File: config.mk
export PLATFORM = sky130hd
export DESIGN_NAME = axi_lite_reg_slice_flat
export DESIGN_NICKNAME = d
export VERILOG_FILES = /design/src/rtl/axi_lite_reg_slice_pkg.sv /design/src/rtl/axi_lite_reg_slice_if.sv /design/src/rtl/axi_lite_reg_slice_stage.sv /design/src/rtl/axi_lite_reg_slice.sv /design/src/flat_wrapper.sv
export SDC_FILE = /design/constraint.sdc
export NUM_CORES = 1
export LEC_CHECK = 0
export ABC_AREA = 1
export BUFFER_PORTS_ARGS = -buffer_cell sky130_fd_sc_hd__buf_2
export CORE_MARGIN = 2
export CORE_UTILIZATION = 45
export DETAILED_ROUTE_END_ITERATION = 10
export PLACE_DENSITY = 0.7
export SLEW_MARGIN = 15
export SYNTH_ARGS = -nofsm -noshare
export SYNTH_HDL_FRONTEND = slang
export SYNTH_SLANG_ARGS = --single-unit
File: constraint.sdc
create_clock -name clk_i -period 5.8 [get_ports clk_i]
set_input_delay 0.29 -clock clk_i [delete_from_list [all_inputs] [get_ports clk_i]]
set_output_delay 0.29 -clock clk_i [all_outputs]
set_load 0.01 [all_outputs]
File: src/rtl/axi_lite_reg_slice_pkg.sv
// Shared constants and payload types for the AXI-lite register slice.
package axi_lite_reg_slice_pkg;

    // Per-channel stage modes.
    localparam int SLICE_BYPASS  = 0;
    localparam int SLICE_FORWARD = 1;
    localparam int SLICE_FULL    = 2;

    typedef logic [1:0] resp_t;
    typedef logic [2:0] prot_t;

endpackage

File: src/rtl/axi_lite_reg_slice_if.sv
// AXI-lite link bundle. The master drives requests (AW/W/AR) and accepts
// responses (B/R); the slave is the mirror image.
interface axi_lite_reg_slice_if #(
    parameter int DataWidth = 64,
    parameter int AddrWidth = 64
) ();
    import axi_lite_reg_slice_pkg::*;

    logic [AddrWidth-1:0]   aw_addr;
    prot_t                  aw_prot;
    logic                   aw_valid;
    logic                   aw_ready;

    logic [DataWidth-1:0]   w_data;
    logic [DataWidth/8-1:0] w_strb;
    logic                   w_valid;
    logic                   w_ready;

    resp_t                  b_resp;
    logic                   b_valid;
    logic                   b_ready;

    logic [AddrWidth-1:0]   ar_addr;
    prot_t                  ar_prot;
    logic                   ar_valid;
    logic                   ar_ready;

    logic [DataWidth-1:0]   r_data;
    resp_t                  r_resp;
    logic                   r_valid;
    logic                   r_ready;

    modport master (
        output aw_addr, aw_prot, aw_valid, input aw_ready,
        output w_data, w_strb, w_valid, input w_ready,
        input b_resp, b_valid, output b_ready,
        output ar_addr, ar_prot, ar_valid, input ar_ready,
        input r_data, r_resp, r_valid, output r_ready
    );

    modport slave (
        input aw_addr, aw_prot, aw_valid, output aw_ready,
        input w_data, w_strb, w_valid, output w_ready,
        output b_resp, b_valid, input b_ready,
        input ar_addr, ar_prot, ar_valid, output ar_ready,
        output r_data, r_resp, r_valid, input r_ready
    );

endinterface

File: src/rtl/axi_lite_reg_slice_stage.sv
// Generic single-channel valid/ready stage: bypass wires, a forward
// register, or a full skid buffer that also registers the ready path.
module axi_lite_slice_stage
    import axi_lite_reg_slice_pkg::*;
#(
    parameter int Width = 8,
    parameter int Mode  = SLICE_FULL
) (
    input  logic             clk_i,
    input  logic             rst_i,
    input  logic             up_valid,
    output logic             up_ready,
    input  logic [Width-1:0] up_data,
    output logic             dn_valid,
    input  logic             dn_ready,
    output logic [Width-1:0] dn_data
);

    if (Mode == SLICE_BYPASS) begin : g_bypass
        assign dn_valid = up_valid;
        assign up_ready = dn_ready;
        assign dn_data  = up_data;
    end else if (Mode == SLICE_FORWARD) begin : g_forward
        logic             valid_q;
        logic [Width-1:0] data_q;
        logic             up_xfer;

        // Ready stays combinational from dn_ready so a draining beat frees
        // the slot in the same cycle.
        assign up_ready = !valid_q || dn_ready;
        assign up_xfer  = up_valid && up_ready;
        assign dn_valid = valid_q;
        assign dn_data  = data_q;

        // Occupancy of the single register stage.
        always_ff @(posedge clk_i or posedge rst_i) begin
            if (rst_i) begin
                valid_q <= 1'b0;
            end else if (up_xfer) begin
                valid_q <= 1'b1;
            end else if (dn_ready) begin
                valid_q <= 1'b0;
            end
        end

        // Payload capture; no reset since it is ignored while valid_q is low.
        always_ff @(posedge clk_i) begin
            if (up_xfer) begin
                data_q <= up_data;
            end
        end
    end else begin : g_full
        logic             valid_q;
        logic             skid_valid;
        logic             ready_q;
        logic [Width-1:0] data_q;
        logic [Width-1:0] skid_data;
        logic             up_xfer;
        logic             dn_xfer;
        logic             skid_load;
        logic             next_skid_valid;

        assign up_ready = ready_q;
        assign dn_valid = valid_q;
        assign dn_data  = data_q;

        assign up_xfer  = up_valid && ready_q;
        assign dn_xfer  = valid_q && dn_ready;
        // A beat accepted while the main register is stuck parks in the skid.
        assign skid_load       = up_xfer && valid_q && !dn_ready;
        assign next_skid_valid = skid_valid ? !dn_xfer : skid_load;

        // Occupancy flags and the registered ready; ready_q is held low in
        // reset and rises on the first edge afterwards.
        always_ff @(posedge clk_i or posedge rst_i) begin
            if (rst_i) begin
                valid_q    <= 1'b0;
                skid_valid <= 1'b0;
                ready_q    <= 1'b0;
            end else begin
                skid_valid <= next_skid_valid;
                ready_q    <= !next_skid_valid;
                if (up_xfer) begin
                    valid_q <= 1'b1;
                end else if (dn_xfer && !skid_valid) begin
                    valid_q <= 1'b0;
                end
            end
        end

        // Payload movement: skid refills main first, otherwise new beats land
        // in main unless they must be parked.
        always_ff @(posedge clk_i) begin
            if (skid_valid && dn_xfer) begin
                data_q <= skid_data;
            end else if (up_xfer && !skid_load) begin
                data_q <= up_data;
            end
            if (skid_load) begin
                skid_data <= up_data;
            end
        end
    end

endmodule

File: src/rtl/axi_lite_reg_slice.sv
// AXI-lite register slice: five independent channel stages between the
// bridge (host) and the BRAM controller (device).
module axi_lite_reg_slice
    import axi_lite_reg_slice_pkg::*;
#(
    parameter int DataWidth = 64,
    parameter int AddrWidth = 64,
    parameter int AW_MODE   = 2,
    parameter int W_MODE    = 2,
    parameter int B_MODE    = 2,
    parameter int AR_MODE   = 2,
    parameter int R_MODE    = 2
) (
    input  logic                  clk_i,
    input  logic                  rst_i,
    axi_lite_reg_slice_if.slave   host,
    axi_lite_reg_slice_if.master  device
);

    localparam int AwWidth = AddrWidth + 3;
    localparam int WWidth  = DataWidth + DataWidth / 8;
    localparam int BWidth  = 2;
    localparam int ArWidth = AddrWidth + 3;
    localparam int RWidth  = DataWidth + 2;

    logic [AwWidth-1:0] aw_up, aw_dn;
    logic [WWidth-1:0]  w_up, w_dn;
    logic [BWidth-1:0]  b_up, b_dn;
    logic [ArWidth-1:0] ar_up, ar_dn;
    logic [RWidth-1:0]  r_up, r_dn;

    assign aw_up = {host.aw_addr, host.aw_prot};
    assign {device.aw_addr, device.aw_prot} = aw_dn;
    assign w_up  = {host.w_data, host.w_strb};
    assign {device.w_data, device.w_strb} = w_dn;
    assign b_up  = device.b_resp;
    assign host.b_resp = b_dn;
    assign ar_up = {host.ar_addr, host.ar_prot};
    assign {device.ar_addr, device.ar_prot} = ar_dn;
    assign r_up  = {device.r_data, device.r_resp};
    assign {host.r_data, host.r_resp} = r_dn;

    axi_lite_slice_stage #(.Width(AwWidth), .Mode(AW_MODE)) u_aw (
        .clk_i    (clk_i),
        .rst_i    (rst_i),
        .up_valid (host.aw_valid),
        .up_ready (host.aw_ready),
        .up_data  (aw_up),
        .dn_valid (device.aw_valid),
        .dn_ready (device.aw_ready),
        .dn_data  (aw_dn)
    );

    axi_lite_slice_stage #(.Width(WWidth), .Mode(W_MODE)) u_w (
        .clk_i    (clk_i),
        .rst_i    (rst_i),
        .up_valid (host.w_valid),
        .up_ready (host.w_ready),
        .up_data  (w_up),
        .dn_valid (device.w_valid),
        .dn_ready (device.w_ready),
        .dn_data  (w_dn)
    );

    axi_lite_slice_stage #(.Width(BWidth), .Mode(B_MODE)) u_b (
        .clk_i    (clk_i),
        .rst_i    (rst_i),
        .up_valid (device.b_valid),
        .up_ready (device.b_ready),
        .up_data  (b_up),
        .dn_valid (host.b_valid),
        .dn_ready (host.b_ready),
        .dn_data  (b_dn)
    );

    axi_lite_slice_stage #(.Width(ArWidth), .Mode(AR_MODE)) u_ar (
        .clk_i    (clk_i),
        .rst_i    (rst_i),
        .up_valid (host.ar_valid),
        .up_ready (host.ar_ready),
        .up_data  (ar_up),
        .dn_valid (device.ar_valid),
        .dn_ready (device.ar_ready),
        .dn_data  (ar_dn)
    );

    axi_lite_slice_stage #(.Width(RWidth), .Mode(R_MODE)) u_r (
        .clk_i    (clk_i),
        .rst_i    (rst_i),
        .up_valid (device.r_valid),
        .up_ready (device.r_ready),
        .up_data  (r_up),
        .dn_valid (host.r_valid),
        .dn_ready (host.r_ready),
        .dn_data  (r_dn)
    );

endmodule

File: src/flat_wrapper.sv
// flat-port wrapper written by rule: the top's interface ports become plain ports
module axi_lite_reg_slice_flat import axi_lite_reg_slice_pkg::*;
#(
    parameter int DataWidth = 64,
    parameter int AddrWidth = 64,
    parameter int AW_MODE   = 2,
    parameter int W_MODE    = 2,
    parameter int B_MODE    = 2,
    parameter int AR_MODE   = 2,
    parameter int R_MODE    = 2
)
  (clk_i, rst_i, host_aw_addr, host_aw_prot, host_aw_valid, host_aw_ready, host_w_data, host_w_strb, host_w_valid, host_w_ready, host_b_resp, host_b_valid, host_b_ready, host_ar_addr, host_ar_prot, host_ar_valid, host_ar_ready, host_r_data, host_r_resp, host_r_valid, host_r_ready, device_aw_addr, device_aw_prot, device_aw_valid, device_aw_ready, device_w_data, device_w_strb, device_w_valid, device_w_ready, device_b_resp, device_b_valid, device_b_ready, device_ar_addr, device_ar_prot, device_ar_valid, device_ar_ready, device_r_data, device_r_resp, device_r_valid, device_r_ready);
  axi_lite_reg_slice_if #(.DataWidth(DataWidth), .AddrWidth(AddrWidth)) host_i ();
  axi_lite_reg_slice_if #(.DataWidth(DataWidth), .AddrWidth(AddrWidth)) device_i ();
  input  logic clk_i;
  input  logic rst_i;
  input wire logic [$bits(host_i.aw_addr)-1:0] host_aw_addr;
  input wire logic [$bits(host_i.aw_prot)-1:0] host_aw_prot;
  input wire logic [$bits(host_i.aw_valid)-1:0] host_aw_valid;
  output wire logic [$bits(host_i.aw_ready)-1:0] host_aw_ready;
  input wire logic [$bits(host_i.w_data)-1:0] host_w_data;
  input wire logic [$bits(host_i.w_strb)-1:0] host_w_strb;
  input wire logic [$bits(host_i.w_valid)-1:0] host_w_valid;
  output wire logic [$bits(host_i.w_ready)-1:0] host_w_ready;
  output wire logic [$bits(host_i.b_resp)-1:0] host_b_resp;
  output wire logic [$bits(host_i.b_valid)-1:0] host_b_valid;
  input wire logic [$bits(host_i.b_ready)-1:0] host_b_ready;
  input wire logic [$bits(host_i.ar_addr)-1:0] host_ar_addr;
  input wire logic [$bits(host_i.ar_prot)-1:0] host_ar_prot;
  input wire logic [$bits(host_i.ar_valid)-1:0] host_ar_valid;
  output wire logic [$bits(host_i.ar_ready)-1:0] host_ar_ready;
  output wire logic [$bits(host_i.r_data)-1:0] host_r_data;
  output wire logic [$bits(host_i.r_resp)-1:0] host_r_resp;
  output wire logic [$bits(host_i.r_valid)-1:0] host_r_valid;
  input wire logic [$bits(host_i.r_ready)-1:0] host_r_ready;
  output wire logic [$bits(device_i.aw_addr)-1:0] device_aw_addr;
  output wire logic [$bits(device_i.aw_prot)-1:0] device_aw_prot;
  output wire logic [$bits(device_i.aw_valid)-1:0] device_aw_valid;
  input wire logic [$bits(device_i.aw_ready)-1:0] device_aw_ready;
  output wire logic [$bits(device_i.w_data)-1:0] device_w_data;
  output wire logic [$bits(device_i.w_strb)-1:0] device_w_strb;
  output wire logic [$bits(device_i.w_valid)-1:0] device_w_valid;
  input wire logic [$bits(device_i.w_ready)-1:0] device_w_ready;
  input wire logic [$bits(device_i.b_resp)-1:0] device_b_resp;
  input wire logic [$bits(device_i.b_valid)-1:0] device_b_valid;
  output wire logic [$bits(device_i.b_ready)-1:0] device_b_ready;
  output wire logic [$bits(device_i.ar_addr)-1:0] device_ar_addr;
  output wire logic [$bits(device_i.ar_prot)-1:0] device_ar_prot;
  output wire logic [$bits(device_i.ar_valid)-1:0] device_ar_valid;
  input wire logic [$bits(device_i.ar_ready)-1:0] device_ar_ready;
  input wire logic [$bits(device_i.r_data)-1:0] device_r_data;
  input wire logic [$bits(device_i.r_resp)-1:0] device_r_resp;
  input wire logic [$bits(device_i.r_valid)-1:0] device_r_valid;
  output wire logic [$bits(device_i.r_ready)-1:0] device_r_ready;
  assign host_i.aw_addr = host_aw_addr;
  assign host_i.aw_prot = host_aw_prot;
  assign host_i.aw_valid = host_aw_valid;
  assign host_aw_ready = host_i.aw_ready;
  assign host_i.w_data = host_w_data;
  assign host_i.w_strb = host_w_strb;
  assign host_i.w_valid = host_w_valid;
  assign host_w_ready = host_i.w_ready;
  assign host_b_resp = host_i.b_resp;
  assign host_b_valid = host_i.b_valid;
  assign host_i.b_ready = host_b_ready;
  assign host_i.ar_addr = host_ar_addr;
  assign host_i.ar_prot = host_ar_prot;
  assign host_i.ar_valid = host_ar_valid;
  assign host_ar_ready = host_i.ar_ready;
  assign host_r_data = host_i.r_data;
  assign host_r_resp = host_i.r_resp;
  assign host_r_valid = host_i.r_valid;
  assign host_i.r_ready = host_r_ready;
  assign device_aw_addr = device_i.aw_addr;
  assign device_aw_prot = device_i.aw_prot;
  assign device_aw_valid = device_i.aw_valid;
  assign device_i.aw_ready = device_aw_ready;
  assign device_w_data = device_i.w_data;
  assign device_w_strb = device_i.w_strb;
  assign device_w_valid = device_i.w_valid;
  assign device_i.w_ready = device_w_ready;
  assign device_i.b_resp = device_b_resp;
  assign device_i.b_valid = device_b_valid;
  assign device_b_ready = device_i.b_ready;
  assign device_ar_addr = device_i.ar_addr;
  assign device_ar_prot = device_i.ar_prot;
  assign device_ar_valid = device_i.ar_valid;
  assign device_i.ar_ready = device_ar_ready;
  assign device_i.r_data = device_r_data;
  assign device_i.r_resp = device_r_resp;
  assign device_i.r_valid = device_r_valid;
  assign device_r_ready = device_i.r_ready;
  axi_lite_reg_slice #(.DataWidth(DataWidth), .AddrWidth(AddrWidth), .AW_MODE(AW_MODE), .W_MODE(W_MODE), .B_MODE(B_MODE), .AR_MODE(AR_MODE), .R_MODE(R_MODE)) u_core (.clk_i(clk_i), .rst_i(rst_i), .host(host_i), .device(device_i));
endmodule
==> out/results.ini <==
[hold_path]
hp-start=host_b_ready
holdPathStages=4
hold_path_class=primary input to flop
whs_endpoint=u_core.u_b.dn_valid

[drt]
drc=0
post_drt_wl_per_cell_microns=17.46
drt_iter0_markers=1157
wirelength_microns=53090
vias=14423
first_pass_iters=7
vias_per_cell=4.743
ant_nets=0

[setup_path]
worst_path_largest_cell_delay_ps=730
r2r-start=u_core.u_ar.dn_valid
reg2reg_depth=3
crit_type=flop to flop
rrSetupSlack_ps=3430
cpLargestDelayFamily=compound AO/OA/AOI/OAI gates
cp-end-kind=flop
required_ps=6010
start_kind=flop
cp.arrival_ps=2580
regToRegEndpoint=u_core.u_ar.dn_data[34]
path_cells=nand2_1 -> a21oi_4 -> buf_4
path_max_fanout=41
path_buf_inv=1
critPathSlowestCell=a21oi_4

[sta]
period_share_pct=40.82
hold_viol=0
finalSetupTns_ps=0
worstMarginPinSlew_ps=1070
final.min_clock_period_ps=2367
drv_slew=0
skew_ps=12.84
rsz0062_at_grt=false
max_freq_ghz=0.4224
setup_viol=0
relSlewSlack_pct=28.61

[power_and_ir_drop]
p_comb_share_pct=21.3
p_leak_nw=12.66
p_seq_share_pct=50.5
p_int_mw=8.287
p_sw_share_pct=29.22
p_per_area_nw_per_um2=405.1
ir_worst_vdd_mv=0.3843
power_frac_clock_pct=28.2
p_sw_mw=3.421

[yosys]
yosysWarnings=0
synth_compound_area_share_pct=6.962
synth-simple-area-share_pct=6.126
synthXorXnorAreaFrac_pct=0
synth_cells=1533
synth_cell_types=16
seq_area_frac_synth_pct=79.70
synth_mux_area_share_pct=0
ys_ff_latch=563
syn-num-nets=1819
synthAdderAreaFrac_pct=0
synth_area_sq_um=21120
synth_top_family_by_area=buffers and inverters
avgSynthCellArea_sq_um=13.78

[floorplan]
die_x_microns=220.6
rows=79
die_h_microns=220.6
initial_core_util_pct=45.46
die_area_sq_um=48680
core-area_sq_um=46460
ioPinCount=570

[cells_and_area]
utilization_pct=62.21
num-nets-final=2676
drive_gt1_share_pct=27.95
layout_commonest_cell=buf_2
fillers=3367
area_growth_pct=36.85
most-common-layout-cells=buf_2, edfxtp_1, nand2_1

[clocking]
clockRootBuffer=clkbuf_16
ctsHoldBuffers=276
htreeDepth=2
cts_resized=0
clock-sinks=563
postCtsSetupBuffers=0
cts.reportedPaths.clkPinSlew_ps=60
clk_path_buf_depth=3
cts_made_buffers=55
insertion_delay_ps=580
cts_tree=built

[global_routing]
grt_max_degree=134
grt_pass1_wl_microns=77420
grt_overflow=0
grt_usage_pct=20.64
grt_pass1_vias=14464
antenna_found_initial=4

[placed_design]
gp_congestion=0.8702
dpl.hpwl_microns=32850
io_buffers=569

[status]
status=complete, no violations

[run]
max_cap_viol_count=0

synth_stat cells:
cell type | count | share of area (%)
edfxtp_1 | 548 | 78
nand2_1 | 314 | 5.6
inv_1 | 295 | 5.2
o21ai_1 | 152 | 3.6
o21ai_0 | 114 | 2.7
buf_6 | 26 | 1.4
clkbuf_1 | 26 | 0.46
dfrtp_1 | 15 | 1.8
o21ai_2 | 13 | 0.54
nor2_1 | 10 | 0.18
nand3_1 | 6 | 0.14
a21oi_1 | 5 | 0.12
clkbuf_2 | 3 | 0.071
nand3_2 | 3 | 0.14
buf_2 | 2 | 0.047
nand3_4 | 1 | 0.083
per-layer routing:
layer  global-route usage (%)  vias up  share of wire, %
li1                         -     6912                 -
met1                    23.37     6755                37
met2                    36.32      619                51
met3                    6.419      137               8.6
met4                    8.356        0               3.7
met5                        0        -                 0
worst max path at each step:
stage / startpoint / to / slack [ps] / cells after the start
after detailed placement: u_core.u_ar.dn_valid / u_core.u_ar.dn_data[20] / 3440 / 3
after global placement: u_core.u_ar.dn_valid / u_core.u_ar.dn_data[31] / 3490 / 3
after global routing: u_core.u_ar.dn_valid / u_core.u_ar.dn_data[34] / 3280 / 3
final: u_core.u_ar.dn_valid / u_core.u_ar.dn_data[34] / 3430 / 3
after floorplan: u_core.u_w.dn_valid / u_core.u_w.dn_data[0] / 1190 / 3
after CTS: u_core.u_ar.dn_valid / u_core.u_ar.dn_data[61] / 3430 / 3
registers in the layout, summed over array words and instances (netlist names), 2 cells and up:
name                          flops
u_core.u_aw.dn_data              67
u_core.u_b.g_full.skid_data       2
u_core.u_w.g_full.skid_data      72
u_core.u_r.dn_data               66
u_core.u_w.dn_data               72
u_core.u_ar.dn_data              67
u_core.u_ar.g_full.skid_data     67
u_core.u_r.g_full.skid_data      66
u_core.u_b.dn_data                2
u_core.u_aw.g_full.skid_data     67
layout make-up:
cell class	instances	area [sq um]	share of cell area, %
timing repair buffer	857	5704	19.74
multi-input combinational	618	2861	9.902
antenna	5	12.51	0.04330
clock inverter	25	186.4	0.6451
tap	607	759.5	2.628
inverter	295	1107	3.832
sequential	563	16830	58.24
clock buffer	71	1436	4.970
worst register-to-register path, delay by kind of cell (launching register included):
family	cells	cell delay, ps
AOI/OAI and AO/OA	1	730
buffers and inverters	1	620
DFF	1	460
and+or+nand+nor	1	170
stage by stage:
stage          setup WS (ps)  hold slack [ps]  power [mW]  instances  area [sq um]
2_1_floorplan           1189            191.5       7.259       1533         21120
3_5_place_dp            3441            482.3       8.299       2664         24500
3_3_place_gp            3485            481.5       8.221       2664         24500
6_report                3433            50.67       11.71       3041         28900
5_1_grt                 3282            44.94       12.22       3039         28890
4_1_cts                 3430            2.280       11.75       3036         28880
logic make-up after synthesis:
kind of cell           Yosys count
AOI/OAI and AO/OA              284
buffers and inverters          352
DFF                            563
and+or+nand+nor                334
power groups by stage:
| stage | Combinational, mW | Clock, mW | Sequential [mW] |
|---|---|---|---|
| after global routing | 2.71 | 3.53 | 5.99 |
| final | 2.49 | 3.31 | 5.91 |
| after floorplan | 0.880 | 0 | 6.38 |
| after global placement | 2.27 | 0 | 5.95 |
| after detailed placement | 2.32 | 0 | 5.97 |
| after CTS | 2.49 | 3.37 | 5.90 |
(Power assumes the default switching activity.)
